===== config.mk =====
export PLATFORM = sky130hd
export DESIGN_NAME = down_counter_timer
export DESIGN_NICKNAME = d
export VERILOG_FILES = /design/src/rtl/down_counter_timer.sv
export SDC_FILE = /design/constraint.sdc
export NUM_CORES = 1
export LEC_CHECK = 0
export ABC_AREA = 0
export BUFFER_PORTS_ARGS = -buffer_cell sky130_fd_sc_hd__buf_2
export CAP_MARGIN = 5
export CORE_UTILIZATION = 44
export DETAILED_ROUTE_END_ITERATION = 6
export PLACE_DENSITY = 0.81
export SLEW_MARGIN = 15
export SYNTH_ARGS = -nofsm -noshare
export SYNTH_HDL_FRONTEND = slang
export SYNTH_SLANG_ARGS = --single-unit

===== constraint.sdc =====
create_clock -name clk -period 1.4 [get_ports clk]
set_input_delay 0.28 -clock clk [delete_from_list [all_inputs] [get_ports clk]]
set_output_delay 0.28 -clock clk [all_outputs]
set_load 0.05 [all_outputs]

===== src/rtl/down_counter_timer.sv =====
`default_nettype none
// +--------------------------------------------------------------------------+
// | Module      : down_counter_timer                                         |
// | Description : Loadable down-counting timer with prescaler. Decrements    |
// |               once per prescaled tick while running and pulses expired   |
// |               for one cycle at terminal count.                           |
// |               Build option DOWN_COUNTER_TIMER_AUTO_RELOAD_EN: when        |
// |               defined, terminal count reloads and keeps running           |
// |               (periodic timer); when undefined, it stops in DONE          |
// |               (one-shot timer).                                           |
// | Revision    : 1.0 - initial release                                      |
// +--------------------------------------------------------------------------+
module down_counter_timer #(
   parameter int WIDTH    = 4,
   parameter int PRESCALE = 1
) (
   input  logic             clk,
   input  logic             reset,
   input  logic             load,
   input  logic [WIDTH-1:0] load_value,
   input  logic             start,
   input  logic             stop,
   output logic [WIDTH-1:0] counter,
   output logic             running,
   output logic             zero,
   output logic             expired
);

   // Prescaler needs at least one bit even when PRESCALE is 1.
   localparam int PW = (PRESCALE > 1) ? $clog2(PRESCALE) : 1;
   localparam logic [PW-1:0]    C_PRESC_MAX = PW'(PRESCALE - 1);
   localparam logic [WIDTH-1:0] C_ONE       = WIDTH'(1);

   typedef enum logic [1:0] {
      ST_IDLE = 2'd0,
      ST_RUN  = 2'd1,
      ST_DONE = 2'd2
   } state_t;

   state_t           state_q,   state_d;
   logic [WIDTH-1:0] counter_q, counter_d;
   logic [WIDTH-1:0] reload_q,  reload_d;
   logic [PW-1:0]    presc_q,   presc_d;
   logic             expired_q, expired_d;

   // State register; async active-low reset puts every output at its rest value.
   always_ff @(posedge clk or negedge reset) begin
      if (!reset) begin
         state_q   <= ST_IDLE;
         counter_q <= '0;
         reload_q  <= '0;
         presc_q   <= '0;
         expired_q <= 1'b0;
      end else begin
         state_q   <= state_d;
         counter_q <= counter_d;
         reload_q  <= reload_d;
         presc_q   <= presc_d;
         expired_q <= expired_d;
      end
   end

   // Command decode (load > stop > start > tick) and countdown next-state.
   always_comb begin
      state_d   = state_q;
      counter_d = counter_q;
      reload_d  = reload_q;
      presc_d   = presc_q;
      expired_d = 1'b0;

      if (load) begin
         counter_d = load_value;
         reload_d  = load_value;
         presc_d   = '0;
         state_d   = ST_IDLE;
      end else if (stop) begin
         // Only meaningful while running; otherwise it just swallows start.
         if (state_q == ST_RUN) begin
            state_d = ST_IDLE;
            presc_d = '0;
         end
      end else if (start && (state_q == ST_IDLE)) begin
         if (counter_q != '0) begin
            state_d = ST_RUN;
            presc_d = '0;
         end
      end else if (start && (state_q == ST_DONE)) begin
         if (reload_q != '0) begin
            counter_d = reload_q;
            state_d   = ST_RUN;
            presc_d   = '0;
         end
      end else if (state_q == ST_RUN) begin
         // start while running is a no-op, so the tick path still applies.
         if (presc_q == C_PRESC_MAX) begin
            presc_d = '0;
            if (counter_q > C_ONE) begin
               counter_d = counter_q - C_ONE;
            end else begin
               expired_d = 1'b1;
`ifdef DOWN_COUNTER_TIMER_AUTO_RELOAD_EN
               counter_d = reload_q;
`else
               counter_d = '0;
               state_d   = ST_DONE;
`endif
            end
         end else begin
            presc_d = presc_q + 1'b1;
         end
      end
   end

   // Outputs straight from registers, zero decoded from the count.
   always_comb begin
      counter = counter_q;
      running = (state_q == ST_RUN);
      zero    = (counter_q == '0);
      expired = expired_q;
   end

endmodule
`default_nettype wire


# Yosys cells after proc, flatten, opt, wreduce, memory -nomap -nowiden
# Index checks and enable logic that the tools add are counted.
[word_totals]
input_bits = 9
mem_bits_rw = 0
elab_cells = 64
output_inout_bits = 7
latchBits = 0
romBits = 0
memories = 0
regBits = 12
[classes]
n_reduce_logical = 11
shift = 0
bitwise = 0
mux = 34
n_eq_ne = 11
n_div = 0
add_sub_neg = 2
n_mul = 0
order_cmp = 1
[ops]
columns = ["cell", "n"]
rows = [
  ["4-bit two-way mux", 8],
  ["2-bit two-way mux", 10],
  ["1-bit two-way mux", 16],
  ["4-bit nonzero test", 3],
  ["3-bit by 2-bit inequality test with 1-bit output (second input constant)", 3],
  ["6-bit AND reduction", 1],
  ["5-bit by 3-bit inequality test with 1-bit output (second input constant)", 1],
  ["5-bit by 4-bit inequality test with 1-bit output (second input constant)", 1],
  ["5-bit inequality test (second input constant)", 1],
  ["5-bit AND reduction", 1],
  ["4-bit by 1-bit greater-than comparator with 1-bit output (second input constant)", 1],
  ["4-bit logical NOT", 1],
  ["2-bit inequality test (second input constant)", 2],
  ["4-bit by 3-bit inequality test with 1-bit output (second input constant)", 1],
  ["4-bit AND reduction", 1],
  ["4-bit by 1-bit subtractor with 4-bit output (second input constant)", 1],
  ["3-bit nonzero test", 1],
  ["2-bit by 1-bit equality test with 1-bit output (second input constant)", 1],
  ["2-bit equality test (second input constant)", 1],
  ["1-bit logical AND", 2],
  ["2-bit logical NOT", 1],
  ["1-bit adder (second input constant)", 1],
]

# Depth between registers and ports, before layout
# Gate-level depths: netlist of the first run.
[depth]
ltp_word = 8
mapped_depth = 6
mapped_depth_nobuf = 6

# Worst setup path after synthesis of the first run
# Ideal clock, no wire load.
[synth_timing]
kind = "reg2reg"
startpoint = "register counter_q[1], in the netlist counter[1]"
endpoint = "register state_q[0]"
required_time_ps = 1264
synth_period_minus_slack_ps = 2584
path_stages_with_launch = 7
setup_slack_ps = -1184
t_arrival_ps = 2448
n_path_buf = 0
setup_ps = 136
cell_sequence = "dfrtp_1 inv_1 ha_1 nor3b_1 mux2i_1 nand2_1 a21oi_1"
[synth_via]
elab_chain_len = 3
word_cells_on_any_way = 5
classes_between = "order compare: 1; eq/ne: 2; reduce/logical: 2"
[synth_rtl]
columns = ["item", "line", "text"]
rows = [
  ["start, declared", "41", "logic [WIDTH-1:0] counter_q, counter_d;"],
  ["start signal, assigned", "56", "counter_q <= counter_d;"],
  ["4-bit by 1-bit greater-than comparator with 1-bit output / 4-bit nonzero test (equally long branches)", "97, 83", ""],
  ["5-bit inequality test (no line) / 4-bit by 3-bit inequality test with 1-bit output (equally long branches)", "--", ""],
  ["6-bit AND reduction (no line) (*)", "--", ""],
  ["end signal, assigned", "55", "state_q <= state_d;"],
  ["end, declared", "40", "state_t state_q, state_d;"],
]
# Every way passes the cells marked *; elsewhere a longest branch is shown, timed or not.
# A chain may end at the register's enable or synchronous reset.

# Final worst setup path of the first run
[layout_timing]
startpoint = "register counter_q[0], in the netlist counter[0]"
endpoint = "output port zero"
[layout_via]
elab_chain_len = 1
[layout_rtl]
columns = ["item", "line", "text"]
rows = [
  ["4-bit logical NOT", "118", "zero = (counter_q == '0);"],
  ["end, declared", "25", "output logic zero,"],
]
# No other way between the ends.

==> results.md, run 1 <==
- YS warnings: 0
- Delay-heaviest family, CP: flip-flops
- DP HPWL: between 1000 and 1500 um
- Worst EP arrival: 1270 ps
- Port buffer count: 15
- First-pass iteration count of the detailed router: 4
- Register area: between 200 and 300 um^2
- Sum Neg Setup Slack: -204 ps
- Critical path class: reg2out
- Largest net degree at the start of global routing: 14
- Critical path fanouts, max: 2
- CP startpoint: counter[0]
- Final Slew Violations: 0
- CP max stage delay: 410 ps
- ANT nets after route: 0
- # setup viols final: 6
- Critical Path Source Type: flop
- Number of distinct library cells after synthesis: 32
- Syn nets: 80
- Pre-CTS WS: 22.7 ps
- Initial antenna violation count: 0
- Post-synth EDFFs: 0
- Synthesized area: 691 um^2
- Clock power share: 23.3%
- Multi-input gate area: 455 um^2
- Int Power: between 600 and 700 uW
- Top-count cell post-synth: dfrtp_1
- Final Wtd Congestion: 0.887
- Final WL: around 1700 um
- Peak Freq: roughly 0.65 GHz
- Reg-to-reg critical path startpoint: counter[0]
- DIE AREA: 1730 um^2
- Die X-Extent: 41.6 um
- Final cycle utilization of the critical path: 111%
- Antenna cell count: 0
- First-pass GRT wire length: 2760 um
- Post-synth top flop: dfrtp_1
- Final #Nets: 114
- Worst setup margin: -147 ps
- Via count: 650
- Register share of total power: between 30% and 40%
- CTS Buffer Depth: 2
- Crit. End Element: output pin
- Switching power: 349 uW
- Drt wl/cell: 14.5 um
- Core ar.: 1380 um^2
- Final hold violations: 0
- CTS tree: yes
- I/O Pins: 16
- DIE HEIGHT: 41.6 um
- Area Overhead vs Synth: 49.1%
- Slew @ Worst Pin: 386 ps
- Cts bufs inserted: 3
- Detail-routed via count per cell: 5.56
- Fill count: between 100 and 150
- Static Leak: 0.457 nW
- Critical Path, Cell by Cell: inv_2 > ha_4 > nor3b_4 > buf_6
- Req. time, crit path: around 1100 ps
- CTS H-Tree Depth: 1
- Post-synthesis sequential area ratio: 39.9%
- Outcome: finished, violations left
- Min-delay src: load_value[0]
- DR iter-0 viols: 3
- Ys async rst share: 100%
- Syn avg cell area: 10.0 um^2
- CTS Sinks: 11
- Yosys top cell by area: dfrtp_1
- Failing checks: negative setup slack
- Normalized max-slew margin: 74.2%
- Total gr overflow: 0
- Shortest period the worst path allows: 1550 ps
- Worst-Skew Late Latency: 280 ps
- Area share of the largest cell type after synthesis: 39.9%
- Clock transition at path regs: 80 ps
- Max-cap viol count: 0
- Worst VDD drop: 0.641 mV
- Commonest cells in the netlist: dfrtp_1 (11), inv_1 (9), nand2_1 (8), o21ai_0 (6), nor2_1 (3)
- Top cells by area, synth: dfrtp_1 (40%), inv_1 (4.9%), o21ai_0 (4.3%)
- Cell count after synthesis: 69
- Total Routing Usage GR: a little over a fifth
- Worst hold path type: in2reg
- Share of layout cells above drive strength 1: 58.8%
- Final Skew: 3.06 ps
- Final core occ: 74.5%
- Rows: 13
- Comb power frac: about two fifths
- Residual DRC: 0
- Seq cells post-synth: 11
- PwrDens: 949 nW/um^2
- RSZ-0062 raised after global routing: true
- Initial Util: 50.0%
- Sw Share: 35.7%
- Crit-path slowest cell: dfrtp_2
- Clock Tree Root: clkbuf_4
- Vias in the first global route: 654
- CP Buf/Inv Count: 2
## power by group through the flow
stage / sequential (mW) / combinational, mW / clock [mW]
final: 0.370 / 0.380 / 0.228
after floorplan: 0.430 / 0.143 / 0
after CTS: 0.367 / 0.341 / 0.229
after global placement: 0.375 / 0.302 / 0
after detailed placement: 0.376 / 0.306 / 0
after global routing: 0.372 / 0.407 / 0.244
## worst paths after layout
kind	end	slack, ps	depth (start not counted)
max in group asynchronous	state_q[1]	780	2
worst max-delay path	zero	-150	4
worst max register to register	counter[3]	-20	6
min in group asynchronous	reload_q[0]	400	2
worst min-delay path	reload_q[0]	220	3
worst min register to register	reload_q[0]	590	2
## what timing repair did
action | in CTS | in global routing
pin swaps | 1 | 8
hold buffers | 1 | 0
cloned | 0 | 0
setup endpoints to repair | 2 | 8
gates resized for setup | 9 | 12
endpoints found under the hold margin | 11 | 0
setup buffers | 3 | 1
## per-stage QoR
step | hold WS (ps) | total power [mW] | cells | instance area [um^2]
3_5_place_dp | 165 | 0.682 | 108 | 885
5_1_grt | 244 | 1.02 | 117 | 1030
2_1_floorplan | -15.6 | 0.573 | 69 | 719
4_1_cts | 229 | 0.938 | 116 | 968
6_report | 223 | 0.978 | 117 | 1030
3_3_place_gp | 162 | 0.677 | 108 | 885
## tightest hold or removal path, cell delays in order
cell and delay, ps:
buf_2 70, nand2_1 50, o21ai_0 60
## placed cells by master (no fill, tap or decap), types with 2 or more instances in the layout
cell type	n
inv_2	3
dfrtp_1	5
o21ai_0	5
nand2b_4	3
nor2_1	2
buf_6	2
dfrtp_2	6
inv_1	6
nand3b_1	2
buf_4	14
clkbuf_4	3
buf_2	12
nand2_1	8
ha_4	2
nor3_2	2
## cell families after synthesis
logic type | count (synthesis) | share of synthesized area (%)
and+or+nand+nor | 25 | 24.8
AOI/OAI and AO/OA | 19 | 23.6
DFF | 11 | 39.9
buffers and inverters | 10 | 5.43
adders and majority gates | 2 | 3.62
xor gates and xnor gates | 1 | 1.27
muxes | 1 | 1.45
## state kept, by name (all words and copies together), names as in the netlist
name / cells
reload_q: 4
expired: 1
counter: 4
state_q: 2
## metal layers
metal  vias to the layer above  routed length, um  track usage (%)
met3                         6                 63             6.52
met1                       313                675             23.4
met5                         -                  0                0
met4                         0                 41             10.3
met2                        20                914             38.4
li1                        311                  -                -
## final cells by class
class,count,share of cell area [%]
tap,15,1.82
multi-input combinational,48,44.2
clock buffer,4,2.55
inverter,9,3.28
timing repair buffer,30,20.7
sequential,11,27.5
(Power assumes the default switching activity.)
==> run 2: changes to the inputs <==
--- a/config.mk
+++ b/config.mk
@@ -10,7 +10,9 @@
 export CAP_MARGIN = 5
 export CORE_UTILIZATION = 44
 export DETAILED_ROUTE_END_ITERATION = 6
+export GPL_TIMING_DRIVEN = 0
 export PLACE_DENSITY = 0.81
+export SETUP_SLACK_MARGIN = 0.5
 export SLEW_MARGIN = 15
 export SYNTH_ARGS = -nofsm -noshare
 export SYNTH_HDL_FRONTEND = slang
==> results.md, run 2 (synthesis results as in run 1) <==
- DP HPWL: 1090 um (-12%)
- Final Skew: 9.34 ps (+6.28 ps)
- Initial antenna violation count: 0 (unchanged)
- Final Slew Violations: 0 (unchanged)
- Commonest non-fill, non-tap cell in the layout: buf_4
- Largest net degree at the start of global routing: 12 (-2)
- Worst flop-to-flop path endpoint: counter[3]
- Port buffer count: 15 (unchanged)
- Req. time, crit path: 1120 ps (about the same)
- # placed instances: 99 (-8.3%)
- Sum Neg Setup Slack: -372 ps (-168 ps)
- Max-cap viol count: 0 (unchanged)
- Failing checks: negative setup slack
- Drt wl/cell: 14.0 um (-3.1%)
- Initial Util: 50.0% (unchanged)
- Vias in the first global route: 635 (-2.9%)
- Reg-to-reg critical path startpoint: counter[0]
- Non-Filler Cell Area, Final: 1020 um^2 (-0.49%)
- Final Wtd Congestion: 0.817 (-7.8%)
- DIE HEIGHT: 41.6 um (unchanged)
- CTS H-Tree Depth: 1 (unchanged)
- First-pass GRT wire length: 2700 um (-2.3%)
- Cts bufs inserted: 3 (unchanged)
- Share of layout cells above drive strength 1: 56.0% (-2.8 points)
- Die X-Extent: 41.6 um (unchanged)
- FF-to-FF setup slack: -120 ps (-100 ps)
- Peak Freq: 0.631 GHz (-2.3%)
- Worst VDD drop: 0.586 mV (-8.6%)
- WHS Path Cells: 3 (unchanged)
- RSZ-0062 raised after global routing: true
- Final hold violations: 0 (unchanged)
- CTS Sinks: 11 (unchanged)
- Shortest period the worst path allows: 1580 ps (+36.8 ps)
- First-pass iteration count of the detailed router: 4 (unchanged)
- Rows: 13 (unchanged)
- Most frequent cells in the layout: buf_4 (10), nand2_1 (8), buf_2 (8)
- Hold EP: counter[1]
- Clock transition at path regs: 80 ps (about the same)
- DIE AREA: 1730 um^2 (unchanged)
- Crit-path slowest cell: dfrtp_2
- Delay-heaviest family, CP: flip-flops
- Normalized max-slew margin: 72.3% (-1.9 points)
- Worst-Skew Late Latency: 280 ps (about the same)
- Critical Path, Cell by Cell: inv_2 > ha_4 > nor3b_4 > buf_6
- Via count: 633 (-2.6%)
- Slew @ Worst Pin: 416 ps (+29.2 ps)
- Placed Area: 817 um^2 (-7.6%)
- CP Buf/Inv Count: 2 (unchanged)
- Total Routing Usage GR: 20.4% (-1.3 points)
- Critical path fanouts, max: 4 (+2)
- Crit. End Element: output pin
- Residual DRC: 0 (unchanged)
- Worst EP arrival: 1300 ps (+30 ps)
- # setup viols final: 5 (-1)
- Antenna cell count: 0 (unchanged)
- Min-delay src: load_value[1]
- Outcome: finished, violations left
- Total gr overflow: 0 (unchanged)
- Layout Cells excl Fill: 115 (-1.7%)
- Final WL: 1610 um (-4.7%)
- I/O Pins: 16 (unchanged)
- Clock Tree Root: clkbuf_4
- Worst hold slack: 238 ps (+15.1 ps)
- Worst hold path type: in2reg
- CTS tree: yes
- Detail-routed via count per cell: 5.50 (-0.92%)
- Pre-CTS WS: -132 ps (-155 ps)
- Area Overhead vs Synth: 48.4%
- CP max stage delay: 440 ps (+30 ps)
- Worst setup margin: -184 ps (-36.8 ps)
- Critical path class: reg2out
- PwrDens: 925 nW/um^2 (-2.6%)
- Worst R2R Path Depth: 5 (-1)
- Final cycle utilization of the critical path: 113% (+2.6 points)
- Final #Nets: 112 (-1.8%)
- DR iter-0 viols: 13 (+10)
- Critical Path Source Type: flop
- CTS Buffer Depth: 2 (unchanged)
- Static Leak: 0.439 nW (-3.8%)
- Core ar.: 1380 um^2 (unchanged)
- ANT nets after route: 0 (unchanged)
==> run 2: changes by cell type in the layout (fill, tap and decap cells not counted), moves of 2 or more <==
cell   before  now
buf_8       1    3
buf_2      12    8
buf_4      14   10
buf_6       2    5
==> run 2: layout make-up <==
cell class | count | area [um^2]
inverter | 9 | 37.5
sequential | 11 | 283
clock buffer | 4 | 26.3
timing repair buffer | 27 | 226
buffer | 1 | 3.75
tap | 15 | 18.8
fill | 105 | 358
multi-input combinational | 48 | 429
==> run 2: tightest hold or removal path, stage by stage <==
cell and delay, ps:
buf_2 70, nand2_1 70, o221ai_2 60
==> run 2: how the worst max path moves through the flow <==
stage / from / to / slack (ps) / depth (start not counted)
6_report: counter[0] / zero / -180 / 4
5_1_grt: counter[0] / zero / -230 / 4
4_1_cts: counter[0] / zero / -170 / 4
3_5_place_dp: counter[0] / counter[3] / -130 / 5
3_3_place_gp: counter[0] / counter[3] / -120 / 5
2_1_floorplan: counter[1] / state_q[0] / -270 / 6
==> run 2: report_power, final <==
group / switching, mW / internal (mW) / total [mW]
Combinational: 0.183 / 0.157 / 0.340
Clock: 0.119 / 0.110 / 0.229
Sequential: 0.0330 / 0.346 / 0.379
Total: 0.335 / 0.613 / 0.948
==> run 2: repair_timing <==
action,4_1_cts,5_1_grt
hold buffers,1,0
pin swaps,3,2
endpoints found under the setup margin,14,14
endpoints found under the hold margin,11,0
buffers inserted,8,3
resized for setup,20,6
==> run 2: layer usage <==
| metal | GRT usage, % | share of wire [%] | wire, um | up-vias |
|---|---|---|---|---|
| li1 | - | - | - | 308 |
| met1 | 25.4 | 45 | 729 | 307 |
| met2 | 34.7 | 50 | 808 | 14 |
| met3 | 3.91 | 3.3 | 54 | 4 |
| met4 | 7.74 | 1.4 | 22 | 0 |
| met5 | 0 | 0 | 0 | - |
==> run 2: stage by stage <==
stage	power, mW	utilization, %
2_1_floorplan	0.574	-
3_3_place_gp	0.636	59.1
3_5_place_dp	0.641	59.1
4_1_cts	0.933	71.1
5_1_grt	0.993	74.1
6_report	0.948	74.1
